--- config.mk ---
export PLATFORM = sky130hd
export DESIGN_NAME = scalar_writeback_ctrl
export DESIGN_NICKNAME = d
export VERILOG_FILES = /design/src/rtl/scalar_wb_pkg.sv /design/src/rtl/wb_fifo.sv /design/src/rtl/scalar_writeback_ctrl.sv
export SDC_FILE = /design/constraint.sdc
export NUM_CORES = 1
export LEC_CHECK = 0
export CAP_MARGIN = 20
export CORE_ASPECT_RATIO = 1.2
export CORE_MARGIN = 5
export CORE_UTILIZATION = 55
export DETAILED_ROUTE_END_ITERATION = 10
export GPL_ROUTABILITY_DRIVEN = 0
export PLACE_DENSITY_LB_ADDON = 0.05
export SKIP_LAST_GASP = 1
export SLEW_MARGIN = 20
export SYNTH_ARGS = -nofsm -noshare
export SYNTH_HDL_FRONTEND = slang
export SYNTH_HIERARCHICAL = 1
export SYNTH_SLANG_ARGS = --single-unit
--- constraint.sdc ---
create_clock -name clk -period 5.7 [get_ports clk]
set_input_delay 1.14 -clock clk [delete_from_list [all_inputs] [get_ports clk]]
set_output_delay 1.14 -clock clk [all_outputs]
set_load 0.03 [all_outputs]
--- src/rtl/scalar_wb_pkg.sv ---
// Shared types and sizes for the scalar register file writeback path.
package scalar_wb_pkg;

    localparam int DATA_W   = 32;
    localparam int ADDR_W   = 4;
    localparam int NUM_REGS = 16;

    typedef struct packed {
        logic [ADDR_W-1:0] rd;
        logic [DATA_W-1:0] wd;
    } wb_entry_t;

    typedef enum logic {
        SRC_ALU = 1'b0,
        SRC_MEM = 1'b1
    } src_t;

endpackage

--- src/rtl/wb_fifo.sv ---
// In-order writeback buffer; exposes every slot plus its valid bit so the
// parent can build a pending-write scoreboard without extra state.
module wb_fifo
    import scalar_wb_pkg::*;
#(
    parameter int DEPTH = 4
) (
    input  logic                       clk_i,
    input  logic                       rst_ni,
    input  logic                       push_i,
    input  wb_entry_t                  din_i,
    input  logic                       pop_i,
    output wb_entry_t                  head_o,
    output logic [$clog2(DEPTH):0]     count_o,
    output logic [DEPTH-1:0]           vld_o,
    output wb_entry_t [DEPTH-1:0]      entries_o
);

    localparam int PTR_W = $clog2(DEPTH);
    localparam int CNT_W = PTR_W + 1;

    wb_entry_t [DEPTH-1:0] mem_q;
    logic [DEPTH-1:0]      vld_q;
    logic [PTR_W-1:0]      wptr_q, rptr_q;
    logic [CNT_W-1:0]      cnt_q;

    always_ff @(posedge clk_i or negedge rst_ni) begin
        if (!rst_ni) begin
            mem_q  <= '0;
            vld_q  <= '0;
            wptr_q <= '0;
            rptr_q <= '0;
            cnt_q  <= '0;
        end else begin
            if (pop_i) begin
                vld_q[rptr_q] <= 1'b0;
                rptr_q        <= rptr_q + PTR_W'(1);
            end
            // Push after pop: when full, the slot being vacated is refilled.
            if (push_i) begin
                mem_q[wptr_q] <= din_i;
                vld_q[wptr_q] <= 1'b1;
                wptr_q        <= wptr_q + PTR_W'(1);
            end
            cnt_q <= cnt_q + CNT_W'(push_i) - CNT_W'(pop_i);
        end
    end

    assign head_o    = mem_q[rptr_q];
    assign count_o   = cnt_q;
    assign vld_o     = vld_q;
    assign entries_o = mem_q;

endmodule

--- src/rtl/scalar_writeback_ctrl.sv ---
// Write-port initiator for the scalar register file: round-robin ALU/MEM
// arbitration into an in-order FIFO, one write per cycle, pending scoreboard.
module scalar_writeback_ctrl
    import scalar_wb_pkg::*;
#(
    parameter int DEPTH = 4
) (
    input  logic                     clk,
    input  logic                     rst,
    input  logic                     alu_valid,
    input  logic [ADDR_W-1:0]        alu_rd,
    input  logic [DATA_W-1:0]        alu_wd,
    output logic                     alu_ready,
    input  logic                     mem_valid,
    input  logic [ADDR_W-1:0]        mem_rd,
    input  logic [DATA_W-1:0]        mem_wd,
    output logic                     mem_ready,
    input  logic                     hold,
    output logic [ADDR_W-1:0]        RD,
    output logic [DATA_W-1:0]        WD,
    output logic                     wr_enable,
    output logic [NUM_REGS-1:0]      pending,
    output logic [$clog2(DEPTH):0]   fifo_count
);

    localparam int CNT_W = $clog2(DEPTH) + 1;
    localparam logic [CNT_W-1:0] FULL_CNT = CNT_W'(DEPTH);

    src_t                  last_grant_q, last_grant_d;
    logic                  grant_alu, grant_mem;
    logic                  can_push, push, pop, nonempty;
    wb_entry_t             din, head;
    logic [DEPTH-1:0]      ent_vld;
    wb_entry_t [DEPTH-1:0] entries;

    always_ff @(posedge clk or negedge rst) begin
        if (!rst) last_grant_q <= SRC_MEM;
        else      last_grant_q <= last_grant_d;
    end

    always_comb begin
        nonempty     = (fifo_count != '0);
        pop          = nonempty && !hold;
        can_push     = (fifo_count < FULL_CNT) || pop;
        // Under contention the source that lost last time wins.
        grant_alu    = alu_valid && (!mem_valid || last_grant_q == SRC_MEM);
        grant_mem    = mem_valid && (!alu_valid || last_grant_q == SRC_ALU);
        alu_ready    = grant_alu && can_push;
        mem_ready    = grant_mem && can_push;
        push         = (alu_valid && alu_ready) || (mem_valid && mem_ready);
        last_grant_d = last_grant_q;
        din          = '{rd: mem_rd, wd: mem_wd};
        if (alu_valid && alu_ready) begin
            last_grant_d = SRC_ALU;
            din          = '{rd: alu_rd, wd: alu_wd};
        end else if (mem_valid && mem_ready) begin
            last_grant_d = SRC_MEM;
        end
    end

    wb_fifo #(.DEPTH(DEPTH)) u_fifo (
        .clk_i     (clk),
        .rst_ni    (rst),
        .push_i    (push),
        .din_i     (din),
        .pop_i     (pop),
        .head_o    (head),
        .count_o   (fifo_count),
        .vld_o     (ent_vld),
        .entries_o (entries)
    );

    assign wr_enable = pop;
    assign RD        = nonempty ? head.rd : '0;
    assign WD        = nonempty ? head.wd : '0;

    always_comb begin
        pending = '0;
        for (int i = 0; i < DEPTH; i++) begin
            if (ent_vld[i]) pending[entries[i].rd] = 1'b1;
        end
    end

endmodule

==> run_results.csv, run 1 <==
group,metric,value,unit
run_status,run_status,"finished clean",
clocking,root_buffer,"clkbuf_16",
job,max_cap_violations,0,
logic_synthesis,syn-mean-instance-area,15.6,um2
finish,synthToLayoutAreaGrowth,22.5,%
worst_setup_path,setup.worst_path.end,"wr_enable",
clocking,clock_sink_count,156,
worst_setup_path,type_of_the_worst_setup_path,"in2out",
finish,postLayoutCoreUtil,68.0,%
detailed_routing,detail_route.drc_violations,0,
clocking,cts.repair.resized,0,
sta,report.final.slew_viol_count,0,
die,floorplan.die_area,18300,um2
pwr,seq_power_share,29.3,%
die,die_h,147,um
sta,timing_hold_violations_final,0,
logic_synthesis,synth-seq-cells,156,
finish,diodes,0,
pwr,clkPwrFrac,15.8,%
pwr,vdd_drop_max,0.000384,V
clocking,htree_num_levels,4,
logic_synthesis,yosys_warnings,6,
sta,skew,0.00855,ns
finish,drive_gt1_share,38.6,%
pwr,power.leakage,4.67,nW
detailed_routing,final_antenna_net_count,0,
pwr,comb_power_share,54.9,%
logic_synthesis,yosys-top-cells-count,"155 x dfrtp_1, 108 x mux2_4, 72 x mux2_2, 36 x mux4_2, 26 x nor2b_1",
worst_setup_path,worstReg2RegStart,"last_grant_q$_DFFE_PN1P_",
pwr,net-switching-power,2.80,mW
worst_setup_path,worst-r2r-cell-count,6,
clocking,path_clk_slew,0.06,ns
clocking,cts_setup_buffers,0,
global_route,groute.usage.overall,21.3,%
logic_synthesis,synth.largest_area_cell,"dfrtp_1",
sta,max-slew-margin-rel,27.5,%
sta,fin_tns_setup,0,ns
die,fp.dieW,124,um
clocking,tritoncts,"done",
logic_synthesis,syn-instance-count,552,
detailed_routing,drt_first_iter_violations,339,
die,area_of_the_core,15500,um2
die,ports,135,
sta,max_freq,0.252,GHz
detailed_routing,routed_wire_length_per_instance,21.1,um
finish,finish.net_count,769,
finish,layout_cells_excl_fill,902,
worst_hold_path,worst_hold_startpoint,"u_fifo/entries_o[109]$_DFFE_PN0P_",
logic_synthesis,top_cell_type_s_share_of_synthesized_area,45.0,%
global_route,grt_remaining_overflow,0,
sta,finalSetupViolCount,0,
die,floorplan.rows,50,
detailed_routing,drtPass1Iterations,4,
logic_synthesis,synth.net_count,640,
logic_synthesis,synthArstFlopShare,100,%
clocking,cts.path.max_buffers,2,
logic_synthesis,synth.lib_cells_used.distinct,43,
worst_setup_path,crit_path_start,"hold",
sta,setup_repair_after_global_routing_missed_its_margin,"false",
logic_synthesis,synth_edf_count,0,
clocking,worstSkewPairLatency,0.42,ns
worst_hold_path,hold_path_class,"reg2reg",
worst_setup_path,rrSetupSlack,2.77,ns
sta,finalCriticalPeriod,3.97,ns
detailed_routing,route.vias.total,5226,
placement,placed_cells,870,
global_route,largest_net_degree_at_the_start_of_global_routing,102,
global_route,grt_pass1_wl,31200,um
sta,timing_worst_slew_pin_value,1.09,ns
sta,layout_worst_path_cycle_share,69.6,%
pwr,cellInternalPower,4.61,mW
global_route,grt_pass1_vias,5806,
sta,whs,0.499,ns
logic_synthesis,most_area_consuming_cells_after_synthesis,"dfrtp_1 45%, mux2_4 19%, mux2_2 9.4%",
placement,dp_hpwl,11900,um
pwr,swShare,37.8,%
worst_setup_path,setup_crit_start_kind,"input port",
logic_synthesis,sequential_to_total_area_share_from_yosys_stat,45.3,%
logic_synthesis,most_frequently_used_cell_type_in_the_post_synthesis_netlist,"dfrtp_1",
detailed_routing,finalWirelength,19000,um
clocking,numCtsBuffers,17,
detailed_routing,routed_via_density,5.79,
worst_setup_path,critical_path.max_fanout,9,
worst_setup_path,critPathCaptureType,"output port",
worst_setup_path,arrival_time_at_the_worst_endpoint,2.83,ns
pwr,power_per_cell_area,702,nW/um2
die,initial_core_util,55.5,%
clocking,cts_hold_buf,0,
logic_synthesis,netlist_area,8620,um2
logic_synthesis,main_flop_type_after_synthesis,"dfrtp_1",
placement,io_buffer_count,134,
global_route,antenna_found_initial,0,
worst_setup_path,worst_ep_required_time,4.56,ns
worst_setup_path,r2r_end,"u_fifo/entries_o[129]$_DFFE_PN0P_",
==> layer usage <==
metal / vias to the layer above / routed length [um] / global-route usage [%]
met2: 161 / 9620 / 36.5
met1: 2710 / 8160 / 27.2
met4: 0 / 320 / 6.09
met3: 31 / 912 / 5.09
li1: 2324 / - / -
met5: - / 0 / 0
==> worst max-delay path: stages <==
cell and delay [ns]:
clkdlybuf4s50_1 0.42, nor2_1 0.48, clkdlybuf4s50_1 0.78
==> power by group through the flow <==
stage	clock network [mW]	logic (mW)	registers [mW]
detailed placement	0	4.09	2.18
CTS	1.20	4.11	2.17
global placement	0	4.01	2.13
finish	1.17	4.07	2.17
global route	1.25	4.31	2.25
floorplan	0	3.09	1.98
==> cell type report <==
| cell class | count | area (um2) |
|---|---|---|
| clock buffers | 20 | 457 |
| clock inverters | 12 | 164 |
| fillers | 1144 | 4960 |
| inverters | 9 | 33.8 |
| multi-input cells | 358 | 4350 |
| flip-flops and latches | 156 | 3910 |
| well taps | 208 | 260 |
| repair buffers | 139 | 1380 |
==> state kept, by name, summed over array words and instances, names as in the netlist <==
| register | cells |
|---|---|
| u_fifo/vld_o | 4 |
| u_fifo/rptr_q | 2 |
| u_fifo/entries_o | 144 |
| last_grant_q | 1 |
| u_fifo/count_o | 3 |
| u_fifo/wptr_q | 2 |
==> worst min path at each step <==
stage,to,depth (start not counted)
final,u_fifo/entries_o[109]$_DFFE_PN0P_,1
after global routing,u_fifo/entries_o[75]$_DFFE_PN0P_,1
after CTS,u_fifo/entries_o[127]$_DFFE_PN0P_,1
after detailed placement,u_fifo/entries_o[127]$_DFFE_PN0P_,1
after global placement,u_fifo/entries_o[72]$_DFFE_PN0P_,1
after floorplan,u_fifo/entries_o[103]$_DFFE_PN0P_,1
==> through the flow <==
| step | cell area (um2) | total power, mW | setup slack [ns] |
|---|---|---|---|
| after global routing | 10600 | 7.81 | 1.56 |
| after CTS | 10600 | 7.48 | 1.66 |
| after floorplan | 8620 | 5.07 | 2.76 |
| after detailed placement | 9940 | 6.26 | 1.64 |
| after global placement | 9940 | 6.14 | 1.71 |
| final | 10600 | 7.41 | 1.73 |
==> cells by family after synthesis <==
group,Yosys count,share of synthesized area [%]
fa+ha+maj,11,1.68
flops,156,45.3
compound gates,39,3.75
xor+xnor,4,0.407
simple gates,88,7.06
mux,216,37.6
buf+inv,38,4.17
==> placed cells by master, fill, tap and decap left out, types with 5 or more instances in the layout <==
| cell type | count |
|---|---|
| dfrtp_1 | 153 |
| clkdlybuf4s50_1 | 133 |
| mux2_4 | 108 |
| mux2_2 | 72 |
| mux4_2 | 36 |
| nor2b_1 | 26 |
| clkbuf_16 | 17 |
| and2b_1 | 14 |
| a22oi_1 | 12 |
| o221ai_1 | 12 |
| nand2_1 | 10 |
| ha_1 | 10 |
| nand2b_1 | 8 |
| inv_1 | 8 |
| buf_4 | 5 |
No activity file was read; power rests on OpenSTA's default activity.
==> inputs of run 2 (changes only) <==
clock period = 3.7 ns   (was 5.7 ns; I/O delays follow)
==> run 2 against run 1 <==
Compared with the run above:
- sequential cell count unchanged
- non-clock buffer count up 8
- cell count up 0.89%
- critical endpoint is now WD[1]
- total power up 54%
==> run_results.csv, run 2 (same netlist as run 1, synthesis figures left out) <==
group,metric,value,unit
pwr,power.leakage,4.71,nW
worst_setup_path,critical_path.max_fanout,23,
clocking,numCtsBuffers,17,
placement,io_buffer_count,134,
worst_setup_path,timing.critical_path.slowest_stage_cell,"clkdlybuf4s50_1",
clocking,path_clk_slew,0.06,ns
pwr,net-switching-power,4.31,mW
clocking,cts_setup_buffers,0,
sta,timing_worst_slew_pin_value,0.834,ns
finish,synthToLayoutAreaGrowth,22.9,%
sta,finalSetupViolCount,0,
global_route,grt_pass1_wl,31600,um
pwr,power_per_cell_area,1080,nW/um2
sta,max_freq,0.303,GHz
finish,diodes,0,
clocking,htree_num_levels,4,
worst_setup_path,arrival_time_at_the_worst_endpoint,2.56,ns
global_route,largest_net_degree_at_the_start_of_global_routing,71,
die,area_of_the_core,15500,um2
detailed_routing,final_antenna_net_count,0,
finish,register_area,3910,um2
worst_setup_path,worst_ep_required_time,2.96,ns
detailed_routing,routed_via_density,5.80,
run_status,run_status,"finished clean",
clocking,cts_hold_buf,0,
worst_setup_path,setup_crit_start_kind,"flop",
pwr,comb_power_share,56.6,%
sta,finalCriticalPeriod,3.30,ns
sta,whs,0.318,ns
worst_setup_path,critPathCaptureType,"output port",
die,fp.dieW,124,um
detailed_routing,detail_route.drc_violations,0,
sta,setup_repair_after_global_routing_missed_its_margin,"false",
pwr,swShare,37.8,%
clocking,tritoncts,"done",
sta,fin_tns_setup,0,ns
sta,max-slew-margin-rel,44.4,%
sta,report.final.slew_viol_count,0,
global_route,groute.usage.overall,21.6,%
pwr,seq_power_share,28.3,%
pwr,vdd_drop_max,0.000603,V
worst_setup_path,type_of_the_worst_setup_path,"reg2out",
global_route,antenna_found_initial,0,
job,max_cap_violations,0,
clocking,cts.repair.resized,0,
global_route,grt_pass1_vias,5826,
finish,drive_gt1_share,39.5,%
sta,skew,0.00822,ns
clocking,cts.path.max_buffers,2,
finish,multi_input_comb_area,4350,um2
die,initial_core_util,55.5,%
detailed_routing,route.vias.total,5279,
finish,final_common_cell,"dfrtp_1",
detailed_routing,routed_wire_length_per_instance,21.1,um
worst_setup_path,timing.critical_path.slowest_cell_delay,0.60,ns
sta,timing_hold_violations_final,0,
die,die_h,147,um
placement,dp_hpwl,12600,um
global_route,grt_remaining_overflow,0,
finish,finish.net_count,777,
pwr,clkPwrFrac,15.1,%
die,floorplan.rows,50,
worst_setup_path,critical_path.cell_chain,"buf_4 > mux4_2 > and2b_1 > clkdlybuf4s50_1",
die,floorplan.die_area,18300,um2
detailed_routing,drtPass1Iterations,4,
finish,filler_cell_count,1142,
detailed_routing,drt_first_iter_violations,330,
clocking,worstSkewPairLatency,0.42,ns
worst_hold_path,hold_path_class,"in2async",
die,ports,135,
finish,mostFrequentLayoutCells,"153 x dfrtp_1, 132 x clkdlybuf4s50_1, 108 x mux2_4",
sta,layout_worst_path_cycle_share,89.2,%
clocking,clock_sink_count,156,
finish,max_ffs_per_register,144,
pwr,cellInternalPower,7.09,mW
clocking,root_buffer,"clkbuf_16",
detailed_routing,finalWirelength,19200,um
## run 2: path summary, 6_finish.rpt
kind | start | endpoint | slack [ns] | cells past startpoint
min reg2reg | u_fifo/entries_o[128]$_DFFE_PN0P_ | u_fifo/entries_o[128]$_DFFE_PN0P_ | 0.50 | 1
max reg2reg | u_fifo/count_o[1]$_DFF_PN0_ | u_fifo/count_o[2]$_DFF_PN0_ | 1.16 | 10
max in group asynchronous | rst | u_fifo/rptr_q[1]$_DFFE_PN0P_ | 2.44 | 2
min | rst | u_fifo/entries_o[32]$_DFFE_PN0P_ | 0.32 | 1
min in group clk | u_fifo/entries_o[128]$_DFFE_PN0P_ | u_fifo/entries_o[128]$_DFFE_PN0P_ | 0.50 | 1
max | u_fifo/rptr_q[0]$_DFFE_PN0P_ | WD[1] | 0.40 | 4
## run 2: power by group through the flow
stage / registers, mW / logic, mW / clock network (mW)
5_1_grt: 3.33 / 6.85 / 1.83
4_1_cts: 3.22 / 6.51 / 1.76
3_5_place_dp: 3.23 / 6.47 / 0
6_report: 3.22 / 6.46 / 1.72
2_1_floorplan: 3.05 / 4.75 / 0
3_3_place_gp: 3.15 / 6.34 / 0
## run 2: through the flow
stage / instances / instance area (um2) / power [mW] / util [%] / setup WS [ns]
finish: 910 / 10600 / 11.4 / 68.3 / 0.400
global route: 910 / 10600 / 12.0 / 68.3 / 0.268
CTS: 910 / 10600 / 11.5 / 68.3 / 0.328
detailed placement: 878 / 10000 / 9.70 / 64.5 / 0.507
global placement: 878 / 10000 / 9.49 / 64.5 / 0.580
floorplan: 552 / 8620 / 7.81 / - / 1.07
## run 2: final cells by class
class / count / share of cell area, %
flip-flops and latches: 156 / 36.9
clock buffers: 21 / 4.44
well taps: 208 / 2.46
inverters: 9 / 0.319
repair buffers: 147 / 13.7
multi-input cells: 358 / 41.1
clock inverters: 11 / 1.10
## run 2: layer usage
metal	vias up	GRT usage, %	share of wire [%]
li1	2334	-	-
met1	2745	28.0	43
met2	165	36.3	50
met3	35	5.02	4.7
met4	0	6.36	1.8
met5	-	0	0
## run 2: critical path, delay by kind of cell, from the launching register on
family	cells	cell delay, ns
buffers and inverters	2	1.02
and+or+nand+nor	1	0.20
muxes	1	0.56
DFF	1	0.35
